--- src/rtl/inv_mix_col_unit_pkg.sv ---
// Shared definitions for the inverse-MixColumns decryption stage.
//   - GF(2^8) reduction constant and InvMixColumns coefficients
//   - byte / column / FSM state typedefs
//   - xtime and constant-multiply helpers (coefficients are at most 4 bits)
package inv_mix_col_unit_pkg;

  typedef logic [7:0]      byte_t;
  typedef logic [3:0][7:0] col_t;   // element 0 is row 0 (first byte of a column)

  typedef enum logic [1:0] {
    ST_IDLE   = 2'd0,
    ST_FILL   = 2'd1,
    ST_STREAM = 2'd2
  } st_e;

  localparam byte_t GF_RED = 8'h1B;  // x^8 = x^4 + x^3 + x + 1
  localparam byte_t C09    = 8'h09;
  localparam byte_t C0B    = 8'h0B;
  localparam byte_t C0D    = 8'h0D;
  localparam byte_t C0E    = 8'h0E;

  function automatic byte_t xtime(input byte_t a);
    return {a[6:0], 1'b0} ^ (a[7] ? GF_RED : 8'h00);
  endfunction

  // Multiply by a constant whose value fits in 4 bits: sum of a, 2a, 4a, 8a.
  function automatic byte_t gf_mul_c(input byte_t a, input logic [3:0] c);
    byte_t acc;
    byte_t p;
    acc = 8'h00;
    p   = a;
    for (int i = 0; i < 4; i++) begin
      if (c[i]) acc = acc ^ p;
      p = xtime(p);
    end
    return acc;
  endfunction

endpackage

--- src/rtl/inv_mix_col_unit_if.sv ---
// Stream bus of the inverse-MixColumns stage.
//   run     : one-cycle start pulse (clears stream state)
//   running : stream-advance enable
//   in0     : state byte in [7:0]
//   in1     : round-key byte in [7:0]
//   in2     : bit 0 = bypass mixing (only with INV_MIX_COL_BYPASS_EN)
//   out0    : result byte in [7:0], upper bits zero
// master drives the stream, slave is the stage.
interface inv_mix_col_unit_if #(
  parameter int DATA_W = 32
);
  logic              run;
  logic              running;
  logic [DATA_W-1:0] in0;
  logic [DATA_W-1:0] in1;
`ifdef INV_MIX_COL_BYPASS_EN
  logic [DATA_W-1:0] in2;
`endif
  logic [DATA_W-1:0] out0;

`ifdef INV_MIX_COL_BYPASS_EN
  modport master (output run, running, in0, in1, in2, input out0);
  modport slave  (input run, running, in0, in1, in2, output out0);
`else
  modport master (output run, running, in0, in1, input out0);
  modport slave  (input run, running, in0, in1, output out0);
`endif
endinterface

--- src/rtl/inv_mix_col_unit_mix.sv ---
// inv_mix_column: combinational InvMixColumns of one 4-byte column.
//   col_i : a0..a3 (element 0 = a0)
//   col_o : b0..b3 (element 0 = b0)
module inv_mix_column
  import inv_mix_col_unit_pkg::*;
(
  input  col_t col_i,
  output col_t col_o
);

  always_comb begin
    col_o[0] = gf_mul_c(col_i[0], C0E[3:0]) ^ gf_mul_c(col_i[1], C0B[3:0]) ^
               gf_mul_c(col_i[2], C0D[3:0]) ^ gf_mul_c(col_i[3], C09[3:0]);
    col_o[1] = gf_mul_c(col_i[0], C09[3:0]) ^ gf_mul_c(col_i[1], C0E[3:0]) ^
               gf_mul_c(col_i[2], C0B[3:0]) ^ gf_mul_c(col_i[3], C0D[3:0]);
    col_o[2] = gf_mul_c(col_i[0], C0D[3:0]) ^ gf_mul_c(col_i[1], C09[3:0]) ^
               gf_mul_c(col_i[2], C0E[3:0]) ^ gf_mul_c(col_i[3], C0B[3:0]);
    col_o[3] = gf_mul_c(col_i[0], C0B[3:0]) ^ gf_mul_c(col_i[1], C0D[3:0]) ^
               gf_mul_c(col_i[2], C09[3:0]) ^ gf_mul_c(col_i[3], C0E[3:0]);
  end

endmodule

--- src/rtl/inv_mix_col_unit.sv ---
// inv_mix_col_unit: byte-serial AddRoundKey + InvMixColumns stage.
//   clk, rst : clock, synchronous active-high reset
//   bus      : inv_mix_col_unit_if.slave (run, running, in0, in1, [in2], out0)
// Bytes (in0 ^ in1) are gathered into col_buf; the fourth byte of a column
// completes it, the column is transformed and loaded into out_sr, which then
// shifts one byte per advancing cycle onto out0. Fixed latency of 4 cycles.
// Optional feature macro: INV_MIX_COL_BYPASS_EN (per-column mixing bypass).
module inv_mix_col_unit
  import inv_mix_col_unit_pkg::*;
#(
  parameter int DATA_W = 32
) (
  input logic                clk,
  input logic                rst,
  inv_mix_col_unit_if.slave  bus
);

  st_e        state;
  logic [1:0] cnt;
  byte_t      col_buf [3];
  col_t       out_sr;
  col_t       col_in;
  col_t       col_mix;
  col_t       col_ld;
  byte_t      byte_in;
  logic       adv;
  logic       last_row;

  assign adv      = bus.running & ~bus.run;
  assign byte_in  = bus.in0[7:0] ^ bus.in1[7:0];
  assign last_row = (cnt == 2'd3);
  assign col_in   = {byte_in, col_buf[2], col_buf[1], col_buf[0]};

  inv_mix_column u_mix (
    .col_i (col_in),
    .col_o (col_mix)
  );

`ifdef INV_MIX_COL_BYPASS_EN
  logic byp;
  logic unused_in2;
  assign unused_in2 = ^bus.in2[DATA_W-1:1];
  assign col_ld     = byp ? col_in : col_mix;
`else
  assign col_ld = col_mix;
`endif

  logic unused_hi;
  assign unused_hi = ^{bus.in0[DATA_W-1:8], bus.in1[DATA_W-1:8]};

  assign bus.out0 = {{(DATA_W-8){1'b0}}, out_sr[0]};

  // Stage: column gather -> output shift register
  always_ff @(posedge clk) begin
    if (rst || bus.run) begin
      cnt        <= 2'd0;
      col_buf[0] <= 8'h00;
      col_buf[1] <= 8'h00;
      col_buf[2] <= 8'h00;
      out_sr     <= '0;
      state      <= ST_IDLE;
`ifdef INV_MIX_COL_BYPASS_EN
      if (rst) byp <= 1'b0;
`endif
    end else if (adv) begin
      cnt <= cnt + 2'd1;
      if (!last_row) col_buf[cnt] <= byte_in;
`ifdef INV_MIX_COL_BYPASS_EN
      if (cnt == 2'd0) byp <= bus.in2[0];
`endif
      // A reload on the last row replaces the shift so columns abut.
      out_sr <= last_row ? col_ld : {8'h00, out_sr[3:1]};
      case (state)
        ST_IDLE:  state <= ST_FILL;
        ST_FILL:  if (last_row) state <= ST_STREAM;
        default:  state <= ST_STREAM;
      endcase
    end
  end

endmodule

--- src/flat_wrapper.sv ---
// flat-port wrapper written by rule: the top's interface ports become plain ports
module inv_mix_col_unit_flat import inv_mix_col_unit_pkg::*;
#(
  parameter int DATA_W = 32
)
  (clk, rst, bus_run, bus_running, bus_in0, bus_in1, bus_out0);
  inv_mix_col_unit_if #(.DATA_W(DATA_W)) bus_i ();
  input logic clk;
  input logic rst;
  input wire logic [$bits(bus_i.run)-1:0] bus_run;
  input wire logic [$bits(bus_i.running)-1:0] bus_running;
  input wire logic [$bits(bus_i.in0)-1:0] bus_in0;
  input wire logic [$bits(bus_i.in1)-1:0] bus_in1;
  output wire logic [$bits(bus_i.out0)-1:0] bus_out0;
  assign bus_i.run = bus_run;
  assign bus_i.running = bus_running;
  assign bus_i.in0 = bus_in0;
  assign bus_i.in1 = bus_in1;
  assign bus_out0 = bus_i.out0;
  inv_mix_col_unit #(.DATA_W(DATA_W)) u_core (.clk(clk), .rst(rst), .bus(bus_i));
endmodule
--- config.mk ---
export PLATFORM = sky130hd
export DESIGN_NAME = inv_mix_col_unit_flat
export DESIGN_NICKNAME = d
export VERILOG_FILES = /design/src/rtl/inv_mix_col_unit_pkg.sv /design/src/rtl/inv_mix_col_unit_if.sv /design/src/rtl/inv_mix_col_unit_mix.sv /design/src/rtl/inv_mix_col_unit.sv /design/src/flat_wrapper.sv
export SDC_FILE = /design/constraint.sdc
export NUM_CORES = 1
export LEC_CHECK = 0
export BUFFER_PORTS_ARGS = -buffer_cell sky130_fd_sc_hd__buf_2
export CAP_MARGIN = 0
export CORE_ASPECT_RATIO = 0.6
export CORE_MARGIN = 1
export CORE_UTILIZATION = 42
export CTS_BUF_LIST = sky130_fd_sc_hd__clkbuf_16
export DETAILED_ROUTE_END_ITERATION = 7
export PLACE_DENSITY_LB_ADDON = 0.05
export SETUP_SLACK_MARGIN = 0.4
export SYNTH_ARGS = -nofsm -noshare
export SYNTH_HDL_FRONTEND = slang
export SYNTH_HIERARCHICAL = 1
export SYNTH_SLANG_ARGS = --single-unit
--- constraint.sdc ---
create_clock -name clk -period 2.7 [get_ports clk]
set_clock_uncertainty 0.1 [all_clocks]
set_input_delay 0.54 -clock clk [delete_from_list [all_inputs] [get_ports clk]]
set_output_delay 0.54 -clock clk [all_outputs]
set_load 0.005 [all_outputs]
==> results of run 1 <==
==> state kept, by name (all words and copies together) (netlist names) <==
name and cells:
u_core/col_buf 24, u_core/cnt 2, u_core/bus.out0 8, u_core/out_sr 24
==> kinds of logic after synthesis <==
logic type	count (synthesis)	share of synthesized area, %
and+or+nand+nor	69	6.61
DFF	58	27.9
adders and majority gates	4	0.998
xor gates and xnor gates	193	44.8
buffers and inverters	83	9.93
AOI/OAI and AO/OA	35	4.69
muxes	25	4.99
other	1	0.0748
==> worst min-delay path: stages, from the launching register on <==
cell and delay, ns:
dfxtp_1 0.30, nand2b_1 0.06, a21oi_1 0.06
==> power by group <==
group,total (uW),internal [uW],switching (uW)
logic,2460,1420,1040
clock network,1060,665,393
registers,987,947,40.6
==> repair_timing <==
action,4_1_cts,5_1_grt
setup endpoints to repair,23,29
cloned,0,0
pin swaps,24,23
gates resized for setup,35,32
buffers inserted,27,14
==> layer usage <==
metal / track usage (%) / share of wire (%)
met5: 0 / 0
met2: 31.9 / 43
met4: 4.79 / 0.99
met1: 32.0 / 50
met3: 4.86 / 5.8
==> layout make-up <==
type	count	area, um^2
clock inverter	6	28.8
tap	160	200
timing repair buffer	123	973
inverter	13	48.8
sequential	58	1400
fill	972	4790
clock buffer	10	250
multi-input combinational	350	3750
==> placed cells by master (no fill, tap or decap), types with 2 or more instances in the layout <==
cell	n
clkbuf_16	10
inv_1	3
xor3_1	4
nor3_1	24
nand2b_1	8
xor2_1	26
clkinv_2	3
clkinv_1	4
a211oi_1	23
xor3_2	3
dfxtp_1	34
buf_6	12
buf_2	21
xnor2_2	31
xnor2_1	77
a21oi_1	8
xnor3_1	25
edfxtp_1	24
mux2i_1	25
nand3_1	8
xor2_4	3
conb_1	24
ha_1	3
inv_2	8
xnor2_4	12
xor2_2	7
buf_4	85
o21ai_1	2
xnor3_2	5
buf_12	4
nor2_1	27
==> through the flow <==
| stage | utilization, % | total power (uW) | TNS, ns |
|---|---|---|---|
| finish | 58.1 | 4510 | 0 |
| global route | 58.1 | 4740 | 0 |
| CTS | 55.6 | 4380 | 0 |
| detailed placement | 49.5 | 3140 | -0.134 |
| global placement | 49.5 | 3140 | -0.0471 |
| floorplan | - | 2640 | 0 |
==> how the worst max path moves through the flow <==
stage	from	endpoint	cells after the start
finish	bus_in1[6]	u_core/out_sr[12]	10
global route	u_core/col_buf[2][6]	u_core/out_sr[12]	6
CTS	u_core/col_buf[2][6]	u_core/out_sr[13]	8
detailed placement	bus_in0[1]	u_core/bus.out0[4]	10
global placement	bus_in1[7]	u_core/out_sr[11]	10
floorplan	bus_in1[2]	u_core/out_sr[12]	9
==> reports/results.ini, run 1 <==
[outcome]
status = completed

[logic_synthesis]
avgSynthCellArea_um2 = 10.7
netlist_area_um2 = 5020
synth_edf_count = 24
synth_flop_cell = dfxtp_1
synth.yosys.warnings = 6
yosysMostFrequentCell = xnor2_1
synth_cells = 468
yosys-top-cells-area = xnor2_1 (21%), edfxtp_1 (14%), dfxtp_1 (14%)
synth_top_area_share_pct = 20.8
synthArstFlopShare_pct = 0
yosysUniqueCellTypes = 30
synth-seq-cells = 58
ys_top_cells_by_count = xnor2_1 (119), buf_4 (36), dfxtp_1 (34), xor2_1 (34), xnor3_1 (29)
synth_seq_area_share_pct = 27.9
yosysTopAreaCell = xnor2_1

[sta]
fmaxAchievable_ghz = 0.427
rsz0062_at_grt = yes
fin_ws_ns = 0.360
setup_viol = 0
min_period_ns = 2.34
slew_headroom_pct = 52.7
hold_viol = 0
fin_crit_sh_pct = 86.7
holdWs_ns = 0.369
drv_slew = 0
tightest_slew_ns = 0.709

[worst_setup_path]
reg2reg_setup_slack_ns = 0.36
crit_chain = buf_6, xnor2_4, inv_2, buf_12, xor2_4, xnor3_1, xnor3_1, xor2_1, mux2i_1, a211oi_1
worstRegToRegCells = 6
reg2reg_from = u_core/col_buf[2][6]
cp_slowest_stage_delay_ns = 0.44
r2r-end = u_core/out_sr[12]
worstSetupStartpointType = input pin
crit_family = XOR/XNOR gates
path_max_fanout = 3
crit_slowest_cell = xnor3_1
arrival_ns = 2.48
worstPathRequired_ns = 2.84
critPathCaptureType = flip-flop
crit_type = in -> reg
critPathMostFrequentCell = xnor3_1
crit_buf_inv = 3

[place]
place_ws_ns = -0.0425
dp_hpwl_um = 9390
placed_cell_area_um2 = 5660
place_inst = 663
place.gp.congestion = 0.857
io_buffer_count = 27

[routing]
wire_per_inst_um = 17.2
route.detailed.drc = 0
ant_nets = 0
dr.pass1.iters = 4
drt_wl_total_um = 12400
via_per_inst = 4.65
initialDrtViolationCount = 162
num_vias = 3349

[flow_run]
maxCapViolations = 0

[cells_and_area]
diodes = 0
area_delta_synth_final_pct = 32.7
instances_no_fill = 720
final_area_um2 = 6660
nets = 627
layout-drive-gt1-share_pct = 37.7

[power_and_ir_drop]
leakagePower_uw = 0.00283
vdd_drop_max_mv = 0.359
power_per_cell_area_nw_per_um2 = 677

[floorplan]
ios = 100
row_count = 30
die_x_um = 143
coreArea_um2 = 11400
start_util_pct = 43.8
die_area_um2 = 12400
die_y_um = 86.7

[clock_tree]
cts_tree = built
numCtsBuffers = 9
clk_latency_ns = 0.33
cts_hold_buf = 0
clk_pin_slew_worst_paths_ns = 0.05
cts_htree_levels = 3
cts_root_buffer = clkbuf_16
cts_sinks = 58
clock_path_buffers = 2

[global_routing]
first_global_vias = 3323
track_usage_pct = 21.6
grt_max_degree = 67
grt_pass1_wl_um = 19300
grt_antenna_before_repair = 0
grt-ovfl-total = 0

[min_path]
hold_class = reg -> reg
min-delay-start = u_core/out_sr[25]
hold_depth = 2
hold_end = u_core/out_sr[25]

(Power assumes the default switching activity.)
==> inputs of run 2 (changes only) <==
--- a/config.mk
+++ b/config.mk
@@ -5,12 +5,12 @@
 export SDC_FILE = /design/constraint.sdc
 export NUM_CORES = 1
 export LEC_CHECK = 0
+export ABC_AREA = 1
 export BUFFER_PORTS_ARGS = -buffer_cell sky130_fd_sc_hd__buf_2
 export CAP_MARGIN = 0
 export CORE_ASPECT_RATIO = 0.6
 export CORE_MARGIN = 1
 export CORE_UTILIZATION = 42
-export CTS_BUF_LIST = sky130_fd_sc_hd__clkbuf_16
 export DETAILED_ROUTE_END_ITERATION = 7
 export PLACE_DENSITY_LB_ADDON = 0.05
 export SETUP_SLACK_MARGIN = 0.4
==> reports/results.ini, run 2 <==
[logic_synthesis]
synth-seq-cells = 58
synthArstFlopShare_pct = 0
avgSynthCellArea_um2 = 6.32
synth_top_area_share_pct = 24.4
synth_seq_area_share_pct = 20.5
netlist_area_um2 = 6850
yosys-top-cells-area = nand2_1 (24%), xor2_1 (12%), edfxtp_1 (11%)
synth_edf_count = 24
yosysTopAreaCell = nand2_1
ys_top_cells_by_count = nand2_1 (446), inv_1 (102), xor2_1 (92)
yosysMostFrequentCell = nand2_1
synth.yosys.warnings = 6
synth_flop_cell = dfxtp_1
yosysUniqueCellTypes = 36
synth_cells = 1083

[worst_setup_path]
r2r-end = u_core/bus.out0[7]
worstPathRequired_ns = 2.89
worstSetupStartpointType = flip-flop
arrival_ns = 2.43
reg2reg_setup_slack_ns = 0.46
crit_type = reg -> reg
critPathCaptureType = flip-flop
worstRegToRegCells = 10
path_max_fanout = 5
startpoint = u_core/col_buf[2][4]
reg2reg_from = u_core/col_buf[2][4]

[outcome]
status = completed

[cells_and_area]
instances_no_fill = 1359
diodes = 0
layout_common_cells = nand2_1 (432), inv_1 (92), nor2_1 (85)
area_delta_synth_final_pct = 16.0
layout-drive-gt1-share_pct = 21.5
layout_commonest_cell = nand2_1
nets = 1223
fillers = 1655

[floorplan]
row_count = 35
start_util_pct = 43.8
coreArea_um2 = 15600
die_area_um2 = 16800
die_y_um = 101
ios = 100
die_x_um = 167

[clock_tree]
clock_path_buffers = 2
cts_sinks = 58
clk_latency_ns = 0.34
clk_pin_slew_worst_paths_ns = 0.06
cts_htree_levels = 3
cts_root_buffer = clkbuf_16
cts_tree = built
cts_hold_buf = 0
numCtsBuffers = 9

[sta]
min_period_ns = 2.24
setup_viol = 0
hold_viol = 0
tightest_slew_ns = 0.787
drv_slew = 0
rsz0062_at_grt = yes
fin_tns_setup_ns = 0
fin_crit_sh_pct = 83.1
slew_headroom_pct = 47.5
fin_ws_ns = 0.455
fmaxAchievable_ghz = 0.446

[power_and_ir_drop]
leakagePower_uw = 0.00424
power_per_cell_area_nw_per_um2 = 560
vdd_drop_max_mv = 0.243

[routing]
num_vias = 6486
dr.pass1.iters = 5
drt_wl_total_um = 21300
route.detailed.drc = 0
initialDrtViolationCount = 618
ant_nets = 0
via_per_inst = 4.77
wire_per_inst_um = 15.7

[global_routing]
grt_max_degree = 35
track_usage_pct = 26.2
grt_antenna_before_repair = 0
first_global_vias = 5624
grt_pass1_wl_um = 32500
grt-ovfl-total = 0

[min_path]
hold_depth = 2
min-delay-start = u_core/out_sr[25]
hold_end = u_core/out_sr[25]
hold_class = reg -> reg

[place]
io_buffer_count = 27
place.gp.congestion = 0.970
place_inst = 1301
dp_hpwl_um = 17000
place_ws_ns = -0.0258

[flow_run]
maxCapViolations = 0

run 2: cell count changes in the layout (fill, tap and decap cells not counted), moves of 30 or more:
cell and change:
inv_1 +89, nand2_1 +432, nand2_2 +40, nand3_1 +61, nor2_1 +58, xnor2_1 -30
xor2_1 +58
run 2: critical path, cell delays in order (launching register included):
cell      delay, ns
edfxtp_1       0.36
buf_4          0.18
buf_12         0.13
xnor2_4        0.21
xor2_1         0.33
xor2_1         0.37
xor2_1         0.23
nand2_1        0.08
nand3_1        0.10
nand2_1        0.05
inv_1          0.04
run 2: layout make-up:
cell class	instances	area, um^2	area share [%]
clock buffers	10	229	2.88
clock inverters	6	57.6	0.725
inverters	122	495	6.24
multi-input cells	859	4770	60.1
flip-flops and latches	58	1400	17.6
well taps	203	254	3.20
repair buffers	101	736	9.26
run 2: worst max path at each step:
stage / slack [ns] / end / depth (start not counted)
finish: 0.46 / u_core/bus.out0[7] / 10
global route: 0.29 / u_core/out_sr[20] / 20
CTS: 0.40 / u_core/bus.out0[5] / 12
detailed placement: -0.03 / u_core/out_sr[13] / 18
global placement: 0.01 / u_core/out_sr[29] / 20
floorplan: 0.41 / u_core/out_sr[13] / 18
run 2: what timing repair did:
item                       4_1_cts  5_1_grt
gates resized for setup          5       51
pin swaps                        0       11
setup buffers                    6       36
setup endpoints to repair       14       28
run 2: metrics by stage:
step / hold WS [ns] / total power, uW / cell area [um^2] / util [%]
2_1_floorplan: 0.341 / 2550 / 6930 / -
3_3_place_gp: 0.352 / 3120 / 7060 / 45.1
3_5_place_dp: 0.359 / 3130 / 7060 / 45.1
4_1_cts: 0.372 / 4300 / 7410 / 47.4
5_1_grt: 0.390 / 4740 / 7940 / 50.8
6_report: 0.367 / 4450 / 7940 / 50.8
run 2: routing by layer:
metal	vias up	share of wire [%]	track usage (%)
li1	3293	-	-
met1	2946	51	39.6
met2	233	37	35.5
met3	14	11	8.68
met4	0	0.64	3.56
met5	-	0	0
run 2: power by group:
group	internal [uW]	leakage (uW)	switching, uW	total (uW)
clock network	706	0.000134	428	1130
logic	868	0.00356	1450	2320
registers	954	0.000546	39.9	994
total	2530	0.00424	1920	4450
run 2: logic make-up (layout without fill, tap and decap cells):
group                      Yosys count  after routing  share of synthesized area (%)
other                                1             24                         0.0548
buffers and inverters              189            239                           14.8
AOI/OAI and AO/OA                    3              3                          0.219
DFF                                 58             58                           20.5
adders and majority gates            4              4                          0.731
xor gates and xnor gates           164            164                           22.8
and+or+nand+nor                    664            664                           41.0
==> inputs of run 3 (changes only) <==
--- a/config.mk
+++ b/config.mk
@@ -5,7 +5,7 @@
 export SDC_FILE = /design/constraint.sdc
 export NUM_CORES = 1
 export LEC_CHECK = 0
-export ABC_AREA = 1
+export ABC_AREA = 0
 export BUFFER_PORTS_ARGS = -buffer_cell sky130_fd_sc_hd__buf_2
 export CAP_MARGIN = 0
 export CORE_ASPECT_RATIO = 0.6
==> constraint.sdc (replaced) <==
create_clock -name clk -period 2.2 [get_ports clk]
set_clock_uncertainty 0.1 [all_clocks]
set_input_delay 0.44 -clock clk [delete_from_list [all_inputs] [get_ports clk]]
set_output_delay 0.44 -clock clk [all_outputs]
set_load 0.005 [all_outputs]
==> reports/results.ini, run 3 (same netlist as run 1, synthesis figures left out) <==
[outcome]
status = finished with violations
violations = setup timing

[place]
dp_hpwl_um = 9750
io_buffer_count = 27
place_ws_ns = -0.468
place.gp.congestion = 0.837

[routing]
via_per_inst = 4.70
wire_per_inst_um = 17.3
ant_nets = 0
num_vias = 3747
initialDrtViolationCount = 161
drt_wl_total_um = 13800
route.detailed.drc = 0
dr.pass1.iters = 4

[clock_tree]
clk_pin_slew_worst_paths_ns = 0.05
numCtsBuffers = 9
cts_root_buffer = clkbuf_16
cts_tree = built
cts_sinks = 58
clk_latency_ns = 0.33
clock_path_buffers = 2
cts_htree_levels = 3

[sta]
fin_ws_ns = -0.0792
setup_viol = 12
tightest_slew_ns = 0.747
slew_headroom_pct = 50.2
fin_crit_sh_pct = 104
min_period_ns = 2.28
hold_viol = 0
drv_slew = 0
rsz0062_at_grt = yes
fin_tns_setup_ns = -0.414
fmaxAchievable_ghz = 0.439

[flow_run]
maxCapViolations = 0

[power_and_ir_drop]
power_per_cell_area_nw_per_um2 = 819
power_frac_comb_pct = 57.3
intPower_uw = 4550
leakagePower_uw = 0.00349
seqPwrFrac_pct = 18.1
p_switching_uw = 2070
vdd_drop_max_mv = 0.469
swShare_pct = 31.2
clkPwrFrac_pct = 24.6

[cells_and_area]
multi_input_area_um2 = 4280
area_delta_synth_final_pct = 61.1
seq_area_um2 = 1410
diodes = 0
layout_commonest_cell = buf_4
layout_common_cells = buf_4 (118), xnor2_1 (52), buf_6 (50)
nets = 704
fillers = 787
layout-drive-gt1-share_pct = 51.8

[floorplan]
die_x_um = 143
die_area_um2 = 12400
coreArea_um2 = 11400
row_count = 30
die_y_um = 86.7
start_util_pct = 43.8
ios = 100

[global_routing]
grt_util_met1_pct = 33.6
grt_max_degree = 67
grt_antenna_before_repair = 0
use_met2_pct = 39.3
grt_pass1_wl_um = 21500
track_usage_pct = 24.2
grt_util_met3_pct = 4.25
gr-max-usage-layer = met2
first_global_vias = 3819
grt-ovfl-total = 0

[worst_setup_path]
worstSetupStartpointType = flip-flop
worstPathRequired_ns = 2.28
path_max_fanout = 2
arrival_ns = 2.36
reg2reg_setup_slack_ns = -0.08
crit_type = reg -> reg
critPathCaptureType = flip-flop

[min_path]
hold_class = reg -> reg

==> run 3: changes by cell type in the layout (fill, tap and decap cells not counted), moves of 19 or more <==
cell | previous run | this run
nand2_2 | 40 | 0
xnor2_4 | 4 | 31
buf_4 | 69 | 118
xnor2_2 | 10 | 37
inv_1 | 92 | 2
xnor3_1 | 0 | 25
nand3_1 | 69 | 8
nor2_1 | 85 | 27
mux2i_1 | 0 | 25
a211oi_1 | 0 | 19
nand2_1 | 432 | 0
nor3_1 | 1 | 24
buf_6 | 2 | 50
xor2_1 | 84 | 20
==> run 3: area by class of cell <==
type,instances,share of cell area [%]
clock buffer,10,2.83
clock inverter,6,1.42
inverter,13,0.635
multi-input combinational,350,52.9
sequential,58,17.4
tap,160,2.48
timing repair buffer,200,22.3
==> run 3: worst max-delay path, stage by stage (launching register included) <==
cell and delay [ns]:
edfxtp_1 0.41, buf_6 0.16, xor3_1 0.39, xnor3_1 0.23, xnor3_1 0.40, xor2_1 0.15, mux2i_1 0.19, a211oi_2 0.10
==> run 3: power groups by stage <==
stage	sequential, uW	clock [uW]	combinational, uW
after floorplan	1200	0	2140
after global placement	1230	0	2880
after detailed placement	1230	0	2890
after CTS	1200	1650	3590
after global routing	1200	1700	4010
final	1200	1630	3790
==> run 3: path summary, 6_finish.rpt <==
path / start / depth (start not counted) / endpoint
setup / recovery: u_core/col_buf[2][5] / 7 / u_core/out_sr[12]
hold reg to reg: u_core/out_sr[26] / 2 / u_core/out_sr[26]
setup reg to reg: u_core/col_buf[2][5] / 7 / u_core/out_sr[12]
hold / removal: u_core/out_sr[26] / 2 / u_core/out_sr[26]
==> run 3: metrics by stage <==
stage          cell area, um^2  total power (uW)  std cells  hold slack (ns)  utilization (%)
6_report                  8080              6620        797            0.373             70.6
5_1_grt                   8080              6920        797            0.392             70.6
4_1_cts                   7730              6440        783            0.368             67.6
3_5_place_dp              6220              4110        713            0.361             54.4
3_3_place_gp              6220              4100        713            0.357             54.4
2_1_floorplan             5580              3340        491            0.345                -
==> run 3: repair_timing <==
item                       CTS  global route
buffers inserted            54            14
pin swaps                   85            32
gates resized for setup    120            35
hold buffers                 0             0
setup endpoints to repair   62            60
==> run 3: metal layers <==
layer | part of all wire (%) | up-vias
met5 | 0 | -
met4 | 0.72 | 0
met3 | 3.2 | 7
met2 | 49 | 74
met1 | 47 | 1851
li1 | - | 1815
